[config.mk]
export PLATFORM = sky130hd
export DESIGN_NAME = hazard_sb
export DESIGN_NICKNAME = d
export VERILOG_FILES = /design/src/rtl/hazard_sb.sv
export SDC_FILE = /design/constraint.sdc
export NUM_CORES = 1
export LEC_CHECK = 0
export ABC_CLOCK_PERIOD_IN_PS = 1900
export CORE_MARGIN = 1
export CORE_UTILIZATION = 30
export CTS_CLUSTER_SIZE = 24
export DETAILED_ROUTE_END_ITERATION = 8
export PLACE_DENSITY = 0.72
export SLEW_MARGIN = 20
export SYNTH_ARGS = -nofsm -noshare
export SYNTH_HDL_FRONTEND = slang
export SYNTH_SLANG_ARGS = --single-unit
[constraint.sdc]
create_clock -name clk -period 1.9 [get_ports clk]
set_input_delay 0.19 -clock clk [delete_from_list [all_inputs] [get_ports clk]]
set_output_delay 0.19 -clock clk [all_outputs]
set_load 0.1 [all_outputs]
[src/rtl/hazard_sb.sv]
// hazard_sb -- hazard unit for the 5-stage MIPS pipeline with a
// per-channel scoreboard for long-latency multiply/divide results.
//
// Ports:
//   clk, resetn                  clock, asynchronous active-low reset
//   rsD, rtD                     D-stage GPR sources (5 bits)
//   srcAD, srcBD, dstD           D-stage source/destination tags (0 = unused)
//   mcD                          D instruction needs long-latency channel k
//   branchD                      D instruction compares registers (branch/jr)
//   rsE, rtE, writeregE          E-stage register numbers
//   regwriteE, memtoregE         E-stage control
//   issueE, tagE                 channel-k op leaves E with destination tag
//   doneX                        channel k writes its result this cycle
//   writeregM, regwriteM         M-stage destination
//   memtoregM                    M-stage instruction is a load
//   writeregW, regwriteW         W-stage destination
//   judgeM, excM                 mispredict / exception resolved in M
//   forwardAE, forwardBE         E operand select: 10 = M, 01 = W, 00 = RF
//   forwardAD, forwardBD         D comparator forward from M
//   stallF, stallD, stallE       stage stalls
//   flushD, flushE, flushM, flushW  stage flushes
//   killE                        discard the channel-k issue this cycle
//   busy                         channel-k scoreboard state
//   stallcnt                     saturating count of stallD cycles
module hazard_sb #(
    parameter int NCH = 2,
    parameter int TW  = 6,
    parameter int CW  = 16
) (
    input  logic            clk,
    input  logic            resetn,
    input  logic [4:0]      rsD,
    input  logic [4:0]      rtD,
    input  logic [TW-1:0]   srcAD,
    input  logic [TW-1:0]   srcBD,
    input  logic [TW-1:0]   dstD,
    input  logic [NCH-1:0]  mcD,
    input  logic            branchD,
    input  logic [4:0]      rsE,
    input  logic [4:0]      rtE,
    input  logic [4:0]      writeregE,
    input  logic            regwriteE,
    input  logic            memtoregE,
    input  logic [NCH-1:0]  issueE,
    input  logic [TW-1:0]   tagE,
    input  logic [NCH-1:0]  doneX,
    input  logic [4:0]      writeregM,
    input  logic            regwriteM,
    input  logic            memtoregM,
    input  logic [4:0]      writeregW,
    input  logic            regwriteW,
    input  logic            judgeM,
    input  logic            excM,
    output logic [1:0]      forwardAE,
    output logic [1:0]      forwardBE,
    output logic            forwardAD,
    output logic            forwardBD,
    output logic            stallF,
    output logic            stallD,
    output logic            stallE,
    output logic            flushD,
    output logic            flushE,
    output logic            flushM,
    output logic            flushW,
    output logic [NCH-1:0]  killE,
    output logic [NCH-1:0]  busy,
    output logic [CW-1:0]   stallcnt
);

    logic [NCH-1:0] busy_q;
    logic [TW-1:0]  tag_q [NCH];
    logic [CW-1:0]  cnt_q;
    logic [NCH-1:0] vi;
    logic           redirect;
    logic           lwstall, brstall, sbstall, hstall;

    // ---------------- forwarding ----------------
    always_comb begin
        forwardAE = 2'b00;
        forwardBE = 2'b00;
        if (rsE != 5'd0 && regwriteM && rsE == writeregM)
            forwardAE = 2'b10;
        else if (rsE != 5'd0 && regwriteW && rsE == writeregW)
            forwardAE = 2'b01;
        if (rtE != 5'd0 && regwriteM && rtE == writeregM)
            forwardBE = 2'b10;
        else if (rtE != 5'd0 && regwriteW && rtE == writeregW)
            forwardBE = 2'b01;
    end

    assign forwardAD = (rsD != 5'd0) && regwriteM && (rsD == writeregM);
    assign forwardBD = (rtD != 5'd0) && regwriteM && (rtD == writeregM);

    // ---------------- stall detection ----------------
    assign lwstall = memtoregE && (writeregE != 5'd0) &&
                     ((rsD == writeregE) || (rtD == writeregE));

    assign brstall = branchD &&
                     ((regwriteE && (writeregE != 5'd0) &&
                       ((writeregE == rsD) || (writeregE == rtD))) ||
                      (memtoregM && ((writeregM == rsD) || (writeregM == rtD))));

    // RAW/WAW against any pending tag, plus structural conflict on a busy unit.
    always_comb begin
        sbstall = 1'b0;
        for (int unsigned k = 0; k < NCH; k++) begin
            if (busy_q[k]) begin
                if (tag_q[k] != '0 &&
                    ((srcAD != '0 && srcAD == tag_q[k]) ||
                     (srcBD != '0 && srcBD == tag_q[k]) ||
                     (dstD  != '0 && dstD  == tag_q[k])))
                    sbstall = 1'b1;
                if (mcD[k])
                    sbstall = 1'b1;
            end
        end
    end

    assign hstall   = lwstall | brstall | sbstall;
    assign redirect = judgeM | excM;

    assign stallD = hstall;
    assign stallF = hstall & ~excM;
    assign stallE = 1'b0;
    assign flushD = redirect;
    assign flushE = hstall | redirect;
    assign flushM = excM;
    assign flushW = excM;

    // ---------------- scoreboard ----------------
    assign vi    = issueE & ~{NCH{redirect}};
    assign killE = issueE &  {NCH{redirect}};

    // A busy channel belongs to an older, committed op, so redirects never
    // clear it; only completion or reset does.
    always_ff @(posedge clk or negedge resetn) begin
        if (!resetn) begin
            busy_q <= '0;
            for (int unsigned k = 0; k < NCH; k++)
                tag_q[k] <= '0;
        end else begin
            for (int unsigned k = 0; k < NCH; k++) begin
                if (vi[k]) begin
                    busy_q[k] <= 1'b1;
                    tag_q[k]  <= tagE;
                end else if (doneX[k] && busy_q[k]) begin
                    busy_q[k] <= 1'b0;
                end
            end
        end
    end

    always_ff @(posedge clk or negedge resetn) begin
        if (!resetn)
            cnt_q <= '0;
        else if (hstall && cnt_q != '1)
            cnt_q <= cnt_q + CW'(1);
    end

    assign busy     = busy_q;
    assign stallcnt = cnt_q;

endmodule

## Word-level counts from Yosys, hierarchy flattened

Cells that the tools add are included.

- $add $sub $neg: 1
- Equality and inequality tests: 19
- Mux-type cells: 14
- Bitwise logic cells: 9
- Reductions and logical operators: 49

Operators with widths:

| operator | count |
|---|---|
| == test 5 bit | 12 |
| == test 6 bit | 6 |
| nonzero test 6 bit | 5 |
| logical AND 1 bit | 29 |
| nonzero test 5 bit | 5 |
| adder 16 x 1 -> 16 bit (second input constant) | 1 |
| inequality test 16 bit (second input constant) | 1 |
| two-way mux 1 bit | 12 |
| logical OR 1 bit | 8 |
| bitwise AND 2 bit | 2 |
| two-way mux 2 bit | 2 |
| OR 1 bit | 4 |
| nonzero test 2 bit | 2 |
| inverter 2 bit | 1 |
| bitwise AND 1 bit | 1 |
| inverter 1 bit | 1 |

- Register bits: 30
- Output and inout bits: 33
- Word-level logic and storage cells: 97

## Logic depth before layout (Yosys ltp)

- Depth after elaboration: 13
- Depth in mapped cells: 8
- Mapped depth without buffers: 7

## Worst setup path before layout

No wires, ideal clock.

- Kind: input -> output
- Start point: input port writeregM[2]
- End point: output port forwardAE[0]
- Arrival: 5.287 ns
- Data required time: 1.710 ns
- Setup slack: -3.577 ns
- Stages: 4
- Path buffers: 0
- Path through: xnor2_1 nand4_1 nor4_1 nor4_1

- Longest elaborated chain between the ends: 3

RTL lines:

| element | line | source |
|---|---|---|
| from (decl) | 47 | `input logic [4:0] writeregM,` |
| == test 5 bit | 81 | `if (rsE != 5'd0 && regwriteM && rsE == writeregM)` |
| logical AND 1 bit | 81 |  |
| two-way mux 2 bit | 81 |  |
| to (decl) | 54 | `output logic [1:0] forwardAE,` |

No other way between the ends.

## Worst setup path in the final report

- Start point: register tag_q[1] (netlist bit)
- End point: output port stallF

- Longest elaborated chain between the ends: 10

RTL lines:

| element | line | source |
|---|---|---|
| from (decl) | 71 | `logic [TW-1:0] tag_q [NCH];` |
| from (signal, indexed assignment) | 145 | `tag_q[k] <= tagE;` |
| == test 6 bit, on equally long branches | 109, 110 |  |
| logical AND 1 bit, on equally long branches | 109, 110 |  |
| logical OR 1 bit | 109 | `((srcAD != '0 && srcAD == tag_q[k]) \|\|` |
| logical OR 1 bit | 110 | `(srcBD != '0 && srcBD == tag_q[k]) \|\|` |
| logical AND 1 bit * | 108 | `if (tag_q[k] != '0 &&` |
| two-way mux 1 bit * | 108 |  |
| two-way mux 1 bit * | 113 | `if (mcD[k])` |
| two-way mux 1 bit * | 107 | `if (busy_q[k]) begin` |
| OR 1 bit * | 119 | `assign hstall = lwstall \| brstall \| sbstall;` |
| bitwise AND 1 bit * | 123 | `assign stallF = hstall & ~excM;` |
| to (decl) | 58 | `output logic stallF,` |

Every way passes the cells marked *; elsewhere a longest branch is shown, timed or not.

==> results.toml <==
[synth]
synth_area_leaders = "dfrtp_1 31%, xor2_1 20%, xnor2_1 14%, mux2_2 5.7%, nor4_1 4.2%"
syn_inst = 252
synth_nets = 328
synth.avg_cell_area_um2 = 9.46
synth_warnings = 0
synthesis.area_um2 = 2380
yosysSeqAreaShare_pct = 31.5
ys_ff_latch = 30
synth_cell_types = 35
synth_top_cell_by_area = "dfrtp_1"
synth_top_area_share_pct = 31.5

[placement]
place_congestion = 0.873
io_buffers = 106
post-dp-hpwl_um = 6340

[clock_network]
cts_tree = "yes"
worstSkewPairLatency_ns = 0.29
numCtsBuffers = 5
cts_sinks = 30
path_clk_slew_ns = 0.07
hold_buffers = 0
clock-root-buffer = "clkbuf_8"
clock_path_buffers = 2
htreeDepth = 2

[critical_path]
cp_max_fo = 5
cp_data_arrival_time_ns = 2.16
critPathRequiredTime_ns = 1.71
crit_type = "register to output port"
reg2reg_depth = 10
rr_startpoint = "tag_q[1]"
reg2reg_setup_slack_ns = -0.41
cp-end-kind = "output port"
rr_endpoint = "stallcnt[9]"
start_kind = "register"

[die]
start_util_pct = 30.9
coreArea_um2 = 7730
rows = 32
die_h_um = 91.2
ios = 108
die_x_um = 91.2
die-area_um2 = 8310

[run]
max-cap-violations = 0

[power]
irDropWorstVdd_mv = 1.72
power.density_nw_per_um2 = 852
p_leak_uw = 0.00192

[timing]
finalSetupViolCount = 19
timing.hold.ws_ns = 0.308
finalSetupTns_ns = -6.44
hold_viol_final = 0
fmax_mhz = 426
finalCritPeriodShare_pct = 124
period_needed_ns = 2.35
slew_viol_final = 0
fin_skew_ns = 0.00668
rsz0062_at_grt = "yes"
fin_ws_ns = -0.449

[finish]
ff_latch_area_um2 = 786
n_antenna_cell = 0
fill_cells = 644
fin_nets = 494
multi_input_area_um2 = 2000
drive_gt1_share_pct = 44.4
area_growth_pct = 96.0

[global_route]
overflow = 0
grt_pass1_vias = 2715
grt_max_degree = 31
antenna_found_initial = 0
track_usage_pct = 19.9
grt_pass1_wl_um = 13100

[min_path]
min_path_type = "primary input to async pin"

[route]
drc = 0
post_drt_wl_per_cell_um = 15.6
first_iter_violations = 76
dr.pass1.iters = 5
avgViaCountPerCell = 4.79
vias = 2494
postRouteAntennaNets = 0
routed_wl_um = 8110

[outcome]
status = "finished, violations left"
violations = "negative setup slack"
[layout by cell type (no fill, tap or decap), drive strengths merged, types with 2 or more instances in the layout]
master	synthesis	layout
xor2	54	54
xnor2	37	37
inv	5	5
dlygate4sd2	0	14
buf	4	93
clkdlybuf4s15	0	3
nand2	12	12
or4	5	5
clkbuf	4	7
nor4	16	16
dlymetal6s2s	0	13
a41oi	2	2
a21oi	2	2
nor3	14	14
mux2	13	13
and2	3	3
nand3	11	11
o21ai	2	2
dfrtp	30	30
clkdlybuf4s50	0	44
nand4	12	12
nor2	13	13
nor2b	2	2
[per-layer routing]
layer / up-vias / track usage, % / routed length [µm]
met5: - / 0 / 0
met4: 0 / 5.03 / 91
met3: 9 / 3.60 / 366
met2: 63 / 38.2 / 4390
met1: 1213 / 22.3 / 3260
li1: 1209 / - / -
[synth_stat cells]
| cell type | count |
|---|---|
| xor2_1 | 54 |
| xnor2_1 | 37 |
| dfrtp_1 | 30 |
| nor4_1 | 16 |
| nor3_1 | 14 |
| mux2_2 | 12 |
| nand2_1 | 12 |
| nand4_1 | 12 |
| nor2_1 | 12 |
| nand3_1 | 10 |
| inv_1 | 5 |
| or4_1 | 5 |
| clkbuf_1 | 4 |
| and2_1 | 3 |
| buf_4 | 3 |
| a21oi_1 | 2 |
| nor2b_1 | 2 |
| o21ai_0 | 2 |
| a2111oi_4 | 1 |
| a211oi_1 | 1 |
| a21o_1 | 1 |
| a31oi_1 | 1 |
| a41oi_1 | 1 |
| a41oi_2 | 1 |
| and3_1 | 1 |
| and4_1 | 1 |
| buf_6 | 1 |
| conb_1 | 1 |
| ha_1 | 1 |
| mux2_4 | 1 |
| nand3_2 | 1 |
| nor2_2 | 1 |
| nor3b_1 | 1 |
| nor4b_1 | 1 |
| o21bai_1 | 1 |
[per-stage QoR]
stage / utilization [%] / std cells / area [µm²] / setup WS (ns) / power, µW
final: 60.5 / 521 / 4670 / -0.449 / 3980
after global routing: 60.5 / 521 / 4670 / -0.544 / 4170
after CTS: 59.1 / 520 / 4570 / -0.472 / 3970
after detailed placement: 55.5 / 507 / 4290 / -0.654 / 3340
after global placement: 55.5 / 507 / 4290 / -0.619 / 3290
after floorplan: - / 252 / 2640 / -0.428 / 2560
[report_power, final]
group	internal (µW)	switching, µW	leakage, µW
combinational	822	1540	0.00153
clock	292	247	0.0000482
sequential	847	235	0.000334
[layout make-up]
type / count / share of cell area, %
Timing Repair Buffer: 167 / 35.4
Multi-Input combinational cell: 209 / 42.7
Inverter: 5 / 0.401
Sequential cell: 30 / 16.8
Clock buffer: 7 / 1.85
Tap cell: 102 / 2.73
Clock inverter: 1 / 0.107
[timing repair]
action,4_1_cts,5_1_grt
buffers inserted,5,2
resized for setup,52,29
endpoints found under the setup margin,25,24
pin swaps,26,20
gates cloned,0,0
[kinds of logic (layout without fill, tap and decap cells)]
logic type	Yosys count	in the layout	share of synthesized area (%)
DFF	30	30	31.5
and+or+nand+nor	92	92	21.0
muxes	13	13	6.30
xor gates and xnor gates	91	91	33.4
AOI/OAI and AO/OA	11	11	4.25
adders and majority gates	1	1	0.525
buffers and inverters	13	180	2.83
other	1	1	0.157
[state kept, by name, indices dropped and copies added (netlist names)]
name	count
busy	2
stallcnt	16
tag_q	12
[critical path: stages, from the launching register on]
cell	delay [ns]
dfrtp_2	0.43
xor2_1	0.16
nor4_2	0.28
nand4_1	0.23
a31oi_4	0.27
a2111oi_4	0.05
buf_6	0.16
nor2_4	0.10
buf_12	0.18
[how the worst max path moves through the flow]
stage | startpoint | to | slack [ns] | cells past startpoint
floorplan | rsE[1] | forwardAE[0] | -0.43 | 4
global placement | srcAD[2] | stallcnt[15] | -0.62 | 10
detailed placement | writeregE[3] | stallcnt[5] | -0.65 | 9
CTS | tag_q[3] | stallF | -0.47 | 9
global route | tag_q[5] | stallF | -0.54 | 8
finish | tag_q[1] | stallF | -0.45 | 8
No activity file was read; power rests on OpenSTA's default activity.
